==> src/rtl/link_word_receiver_if.sv <==
// Handshake and status bundle between the link channel stage and link_word_receiver.
interface link_word_receiver_if #(
  parameter int unsigned STAT_W = 8
) ();
  logic [9:0]        din;
  logic              in_valid;
  logic              in_ready;
  logic [5:0]        dout;
  logic              out_valid;
  logic              out_ready;
  logic              ack;
  logic              nak;
  logic [1:0]        exp_seq;
  logic              link_fail;
  logic [STAT_W-1:0] err_cnt;

  modport master (
    output din, in_valid, out_ready,
    input  in_ready, dout, out_valid, ack, nak, exp_seq, link_fail, err_cnt
  );

  modport slave (
    input  din, in_valid, out_ready,
    output in_ready, dout, out_valid, ack, nak, exp_seq, link_fail, err_cnt
  );
endinterface

==> src/rtl/link_word_receiver.sv <==
// Receive-end decoder: checksum/sequence validation, payload delivery, ACK/NAK, sticky link_fail.
// Optional error counter built only when RX_STATS_EN is defined.
module link_word_receiver #(
  parameter int unsigned MAX_RETRY = 3,
  parameter int unsigned STAT_W    = 8
) (
  input  logic                 clk,
  input  logic                 rst_n,
  link_word_receiver_if.slave  lnk
);
  typedef enum logic [1:0] {IDLE, CHECK, DELIVER, NAK} state_t;

  state_t      r_state, w_state_nxt;
  logic [9:0]  r_word, w_word_nxt;
  logic [5:0]  r_dout, w_dout_nxt;
  logic        r_out_valid, w_out_valid_nxt;
  logic        r_ack, w_ack_nxt;
  logic        r_nak, w_nak_nxt;
  logic [1:0]  r_exp_seq, w_exp_seq_nxt;
  logic [3:0]  r_retry, w_retry_nxt;
  logic        r_link_fail, w_link_fail_nxt;

  logic        w_in_ready, w_accept, w_good, w_is_new, w_is_dup;
  logic [1:0]  w_seq;
  logic [4:0]  w_sum;
  logic [3:0]  w_retry_inc;

  // Word classification on the registered codeword.
  assign w_seq       = r_word[9:8];
  assign w_sum       = 5'(r_word[7:5]) + 5'(r_word[4:2]) + 5'(w_seq);
  assign w_good      = ((w_sum - 5'(r_word[1:0])) & 5'b00011) == 5'd0;
  assign w_is_new    = (w_seq == r_exp_seq);
  assign w_is_dup    = (w_seq == 2'(r_exp_seq - 2'd1));
  assign w_retry_inc = r_retry + 4'd1;
  assign w_in_ready  = (r_state == IDLE) && !r_link_fail;
  assign w_accept    = lnk.in_valid && w_in_ready;

  always_ff @(posedge clk or negedge rst_n) begin
    if (!rst_n) r_state <= IDLE;
    else        r_state <= w_state_nxt;
  end

  always_comb begin
    w_state_nxt = r_state;
    case (r_state)
      IDLE:    if (w_accept) w_state_nxt = CHECK;
      CHECK: begin
        if (w_good && w_is_new)      w_state_nxt = DELIVER;
        else if (w_good && w_is_dup) w_state_nxt = IDLE;
        else                         w_state_nxt = NAK;
      end
      DELIVER: if (lnk.out_ready) w_state_nxt = IDLE;
      NAK:     w_state_nxt = IDLE;
      default: w_state_nxt = IDLE;
    endcase
  end

  always_comb begin
    w_word_nxt      = r_word;
    w_dout_nxt      = r_dout;
    w_out_valid_nxt = r_out_valid;
    w_ack_nxt       = 1'b0;
    w_nak_nxt       = 1'b0;
    w_exp_seq_nxt   = r_exp_seq;
    w_retry_nxt     = r_retry;
    w_link_fail_nxt = r_link_fail;
    case (r_state)
      IDLE: if (w_accept) w_word_nxt = lnk.din;
      CHECK: begin
        if (w_good && w_is_new) begin
          w_dout_nxt      = r_word[7:2];
          w_out_valid_nxt = 1'b1;
        end else if (w_good && w_is_dup) begin
          w_ack_nxt = 1'b1;
        end
      end
      DELIVER: if (lnk.out_ready) begin
        w_out_valid_nxt = 1'b0;
        w_ack_nxt       = 1'b1;
        w_exp_seq_nxt   = r_exp_seq + 2'd1;
        w_retry_nxt     = 4'd0;
      end
      NAK: begin
        w_nak_nxt   = 1'b1;
        w_retry_nxt = w_retry_inc;
        if (w_retry_inc == 4'(MAX_RETRY)) w_link_fail_nxt = 1'b1;
      end
      default: ;
    endcase
  end

  always_ff @(posedge clk or negedge rst_n) begin
    if (!rst_n) begin
      r_word      <= '0;
      r_dout      <= '0;
      r_out_valid <= 1'b0;
      r_ack       <= 1'b0;
      r_nak       <= 1'b0;
      r_exp_seq   <= '0;
      r_retry     <= '0;
      r_link_fail <= 1'b0;
    end else begin
      r_word      <= w_word_nxt;
      r_dout      <= w_dout_nxt;
      r_out_valid <= w_out_valid_nxt;
      r_ack       <= w_ack_nxt;
      r_nak       <= w_nak_nxt;
      r_exp_seq   <= w_exp_seq_nxt;
      r_retry     <= w_retry_nxt;
      r_link_fail <= w_link_fail_nxt;
    end
  end

`ifdef RX_STATS_EN
  logic [STAT_W-1:0] r_err_cnt;

  // Saturating count of rejected words; only reset clears it.
  always_ff @(posedge clk or negedge rst_n) begin
    if (!rst_n)                                  r_err_cnt <= '0;
    else if (r_state == NAK && r_err_cnt != '1)  r_err_cnt <= r_err_cnt + STAT_W'(1);
  end
  assign lnk.err_cnt = r_err_cnt;
`else
  assign lnk.err_cnt = '0;
`endif

  assign lnk.in_ready  = w_in_ready;
  assign lnk.dout      = r_dout;
  assign lnk.out_valid = r_out_valid;
  assign lnk.ack       = r_ack;
  assign lnk.nak       = r_nak;
  assign lnk.exp_seq   = r_exp_seq;
  assign lnk.link_fail = r_link_fail;
endmodule

==> src/flat_wrapper.sv <==
// flat-port wrapper written by rule: the top's interface ports become plain ports
module link_word_receiver_flat 
#(
  parameter int unsigned MAX_RETRY = 3,
  parameter int unsigned STAT_W    = 8
)
  (clk, rst_n, lnk_din, lnk_in_valid, lnk_out_ready, lnk_in_ready, lnk_dout, lnk_out_valid, lnk_ack, lnk_nak, lnk_exp_seq, lnk_link_fail, lnk_err_cnt);
  link_word_receiver_if #(.STAT_W(STAT_W)) lnk_i ();
  input  logic clk;
  input  logic rst_n;
  input wire logic [$bits(lnk_i.din)-1:0] lnk_din;
  input wire logic [$bits(lnk_i.in_valid)-1:0] lnk_in_valid;
  input wire logic [$bits(lnk_i.out_ready)-1:0] lnk_out_ready;
  output wire logic [$bits(lnk_i.in_ready)-1:0] lnk_in_ready;
  output wire logic [$bits(lnk_i.dout)-1:0] lnk_dout;
  output wire logic [$bits(lnk_i.out_valid)-1:0] lnk_out_valid;
  output wire logic [$bits(lnk_i.ack)-1:0] lnk_ack;
  output wire logic [$bits(lnk_i.nak)-1:0] lnk_nak;
  output wire logic [$bits(lnk_i.exp_seq)-1:0] lnk_exp_seq;
  output wire logic [$bits(lnk_i.link_fail)-1:0] lnk_link_fail;
  output wire logic [$bits(lnk_i.err_cnt)-1:0] lnk_err_cnt;
  assign lnk_i.din = lnk_din;
  assign lnk_i.in_valid = lnk_in_valid;
  assign lnk_i.out_ready = lnk_out_ready;
  assign lnk_in_ready = lnk_i.in_ready;
  assign lnk_dout = lnk_i.dout;
  assign lnk_out_valid = lnk_i.out_valid;
  assign lnk_ack = lnk_i.ack;
  assign lnk_nak = lnk_i.nak;
  assign lnk_exp_seq = lnk_i.exp_seq;
  assign lnk_link_fail = lnk_i.link_fail;
  assign lnk_err_cnt = lnk_i.err_cnt;
  link_word_receiver #(.MAX_RETRY(MAX_RETRY), .STAT_W(STAT_W)) u_core (.clk(clk), .rst_n(rst_n), .lnk(lnk_i));
endmodule
==> config.mk <==
export PLATFORM = sky130hd
export DESIGN_NAME = link_word_receiver_flat
export DESIGN_NICKNAME = d
export VERILOG_FILES = /design/src/rtl/link_word_receiver_if.sv /design/src/rtl/link_word_receiver.sv /design/src/flat_wrapper.sv
export SDC_FILE = /design/constraint.sdc
export NUM_CORES = 1
export LEC_CHECK = 0
export CAP_MARGIN = 10
export CORE_MARGIN = 2
export CORE_UTILIZATION = 44
export DETAILED_ROUTE_END_ITERATION = 6
export PLACE_DENSITY = 0.74
export RECOVER_POWER = 50
export SYNTH_ARGS = -nofsm -noshare
export SYNTH_HDL_FRONTEND = slang
export SYNTH_SLANG_ARGS = --single-unit
==> constraint.sdc <==
create_clock -name clk -period 2.6 [get_ports clk]
set_input_delay 0.78 -clock clk [delete_from_list [all_inputs] [get_ports clk]]
set_output_delay 0.78 -clock clk [all_outputs]
set_load 0.01 [all_outputs]
==> results of run 1 <==
[flip-flops by register name, indices dropped and copies added, names as in the netlist]
name                  count
u_core.lnk.ack            1
u_core.lnk.dout           6
u_core.lnk.exp_seq        2
u_core.lnk.link_fail      1
u_core.lnk.nak            1
u_core.lnk.out_valid      1
u_core.r_retry            4
u_core.r_state            2
u_core.r_word            10
[repair_timing]
| item | 4_1_cts | 5_1_grt |
|---|---|---|
| gates resized for setup | 0 | 1 |
| setup endpoints to repair | 0 | 7 |
| hold buffers | 0 | 0 |
[worst paths after layout]
path,startpoint,endpoint,slack (ps),cells past startpoint
min reg2reg,u_core.r_word[4],u_core.lnk.dout[2],520,1
min,u_core.r_word[4],u_core.lnk.dout[2],520,1
max reg2reg,u_core.r_word[5],u_core.lnk.dout[1],120,7
max,u_core.r_word[5],u_core.lnk.dout[1],120,7
min in group asynchronous,rst_n,u_core.r_retry[0],1310,2
max in group asynchronous,rst_n,u_core.lnk.exp_seq[0],480,2
[metrics by stage]
stage	cell area (um^2)	hold slack, ps
2_1_floorplan	1500	469
3_3_place_gp	1760	484
3_5_place_dp	1760	490
4_1_cts	1790	522
5_1_grt	1780	536
6_report	1780	519
[cell usage in the layout (no fill, tap or decap), types with 2 or more instances in the layout]
master,Yosys,final
nand2_1,9,9
o21ai_0,7,7
clkdlybuf4s50_1,0,23
dlygate4sd3_1,0,2
mux2i_1,2,2
nor3_1,2,2
dfrtp_1,28,28
ha_1,7,7
clkbuf_4,0,3
inv_1,10,10
xor2_1,4,4
mux2_2,10,10
mux2_4,6,6
xnor2_1,5,5
nor2_1,2,2
conb_1,1,8
nor2b_1,6,6
nand2b_1,2,2
[area by class of cell]
type	count	area (um^2)	share of cell area (%)
Clock buffer	3	22.5	1.26
Sequential cell	28	701	39.3
Inverter	10	37.5	2.10
Timing Repair Buffer	28	274	15.4
Tap cell	46	57.6	3.23
Multi-Input combinational cell	83	692	38.8
[layer usage]
layer | vias up | track usage (%) | part of all wire, %
li1 | 462 | - | -
met1 | 432 | 17.9 | 49
met2 | 17 | 23.5 | 48
met3 | 2 | 1.86 | 2.0
met4 | 0 | 4.56 | 1.1
met5 | - | 0 | 0
[worst reg2reg max path, delay by kind of cell (launching register included)]
kind / cells / cell delay, ps
DFF: 1 / 390
muxes: 1 / 340
adders and majority gates: 2 / 660
buffers and inverters: 1 / 50
and+or+nand+nor: 1 / 520
xor gates and xnor gates: 2 / 430
[kinds of logic after synthesis]
kind of cell	Yosys count	share of synthesized area, %
xor gates and xnor gates	10	6.87
other	1	0.254
DFF	28	47.5
AOI/OAI and AO/OA	15	7.21
and+or+nand+nor	24	8.40
adders and majority gates	8	7.29
muxes	18	15.1
buffers and inverters	19	7.38
[power groups by stage]
stage                     combinational [mW]  clock, mW  sequential (mW)
after floorplan                        0.862          0            0.821
after global placement                  1.26          0            0.806
after detailed placement                1.30          0            0.819
after CTS                               1.30      0.178            0.809
after global routing                    1.41      0.201            0.838
final                                   1.29      0.169            0.806
==> run_results.csv, run 1 <==
group,metric,value,unit
outcome,status,"finished, final reports clean",
timing,final-hold-violation-count,0,
layout,nNetsFinal,176,
power,p_int,1.43,mW
job,max_cap_viol_count,0,
clock_tree,insertion_delay,310,ps
power,ir_drop,0.570,mV
power,clockPowerShare,7.4,%
place,dp_cells,195,
drt,vias,913,
grt,grt_max_degree,29,
layout,diodes,0,
timing,layout_setup_ws,121,ps
floorplanning,ios,35,
timing,finalClockSkew,4.50,ps
logic_synthesis,synthArstFlopShare,100,%
timing,setup_viol,0,
worst_setup_path,slowest_stage,"or4_4",
grt,grt_pass1_vias,890,
floorplanning,die_area,3830,um^2
clock_tree,htree_levels,1,
grt,gr-usage-all-layers,13.7,%
hold_path,hold_path.class,"reg2reg",
layout,fill_cells,295,
power,finalPower,2.27,mW
layout,area_growth,20.9,%
worst_setup_path,cp_max_fo,7,
timing,period_share,95.3,%
drt,routedWlPerCell,12.3,um
clock_tree,clock_path_buffers,2,
place,port_buffers,26,
drt,viasPerCell,4.61,
grt,overflow,0,
logic_synthesis,synth_edf_count,0,
timing,setup_tns,0,ps
layout,stdcell_count,198,
power,p_leak,0.841,nW
logic_synthesis,netlist_instances,123,
clock_tree,cts_root_buffer,"clkbuf_4",
logic_synthesis,yosysSeqAreaShare,47.5,%
timing,drv_slew,0,
logic_synthesis,ys_ff_latch,28,
clock_tree,cts_buffers,3,
clock_tree,cts_tree,"yes",
logic_synthesis,ys_top_cells_by_count,"dfrtp_1, inv_1, mux2_2",
drt,wirelength,2430,um
logic_synthesis,syn-cell-area,1480,um^2
timing,rsz0062_at_grt,"false",
power,pwr-share-seq,35.6,%
drt,final_antenna_net_count,0,
layout,postLayoutCoreUtil,54.3,%
worst_setup_path,max_stage_delay,520,ps
worst_setup_path,cp.required,2810,ps
worst_setup_path,worstSetupPathType,"reg2reg",
floorplanning,rows,21,
floorplanning,die_w,61.9,um
place,routabilityCongestion,0.718,
grt,grt_pass1_wl,3930,um
worst_setup_path,crit_path_end_kind,"flop",
drt,first_pass_iters,4,
floorplanning,core_area,3280,um^2
timing,period_minus_slack,2480,ps
logic_synthesis,synth_ff_type,"dfrtp_1",
place,place_ws,69.5,ps
worst_setup_path,crit_path_start_kind,"flop",
logic_synthesis,synth_top_area_cell,"dfrtp_1",
place,dp_hpwl,1950,um
logic_synthesis,synthDistinctLibCells,30,
logic_synthesis,synth.area.top_cells,"dfrtp_1, mux2_2, mux2_4",
clock_tree,post_cts.repair.setup_buffers,0,
clock_tree,path_clk_slew,140,ps
drt,drtIter0Drc,44,
timing,slew-limit-headroom,5.60,%
power,p_comb_share,57.0,%
worst_setup_path,arrival,2690,ps
logic_synthesis,synth_warnings,0,
worst_setup_path,crit_buf_inv,1,
logic_synthesis,synth.top_cell.area_share,47.5,%
worst_setup_path,critical-path-top-delay-family,"adder cells",
layout,drive_gt1_share,15.1,%
timing,tightest_slew,1420,ps
timing,fmax,0.403,GHz
floorplanning,die_h,61.9,um
clock_tree,clock_sinks,28,
logic_synthesis,synth.avg_cell_area,12.0,um^2
floorplanning,start_util,44.9,%
power,switching_share,36.7,%
power,power_density,1270,nW/um^2
worst_setup_path,path_cells,"inv_1, ha_1, fa_1, xnor2_1, xnor3_1, or4_4, mux2_4",
logic_synthesis,synth.most_common_cell,"dfrtp_1",
grt,antenna_found_initial,0,
power,p_switching,0.832,mW
drt,drc,0,
Note: power is estimated with default switching activity, not from simulation.
==> inputs of run 2 (changes only) <==
Settings changed: HOLD_SLACK_MARGIN set to 0.08.
==> results of run 2 <==
No change in the layout: final DEF, timing and power equal those of run 1.
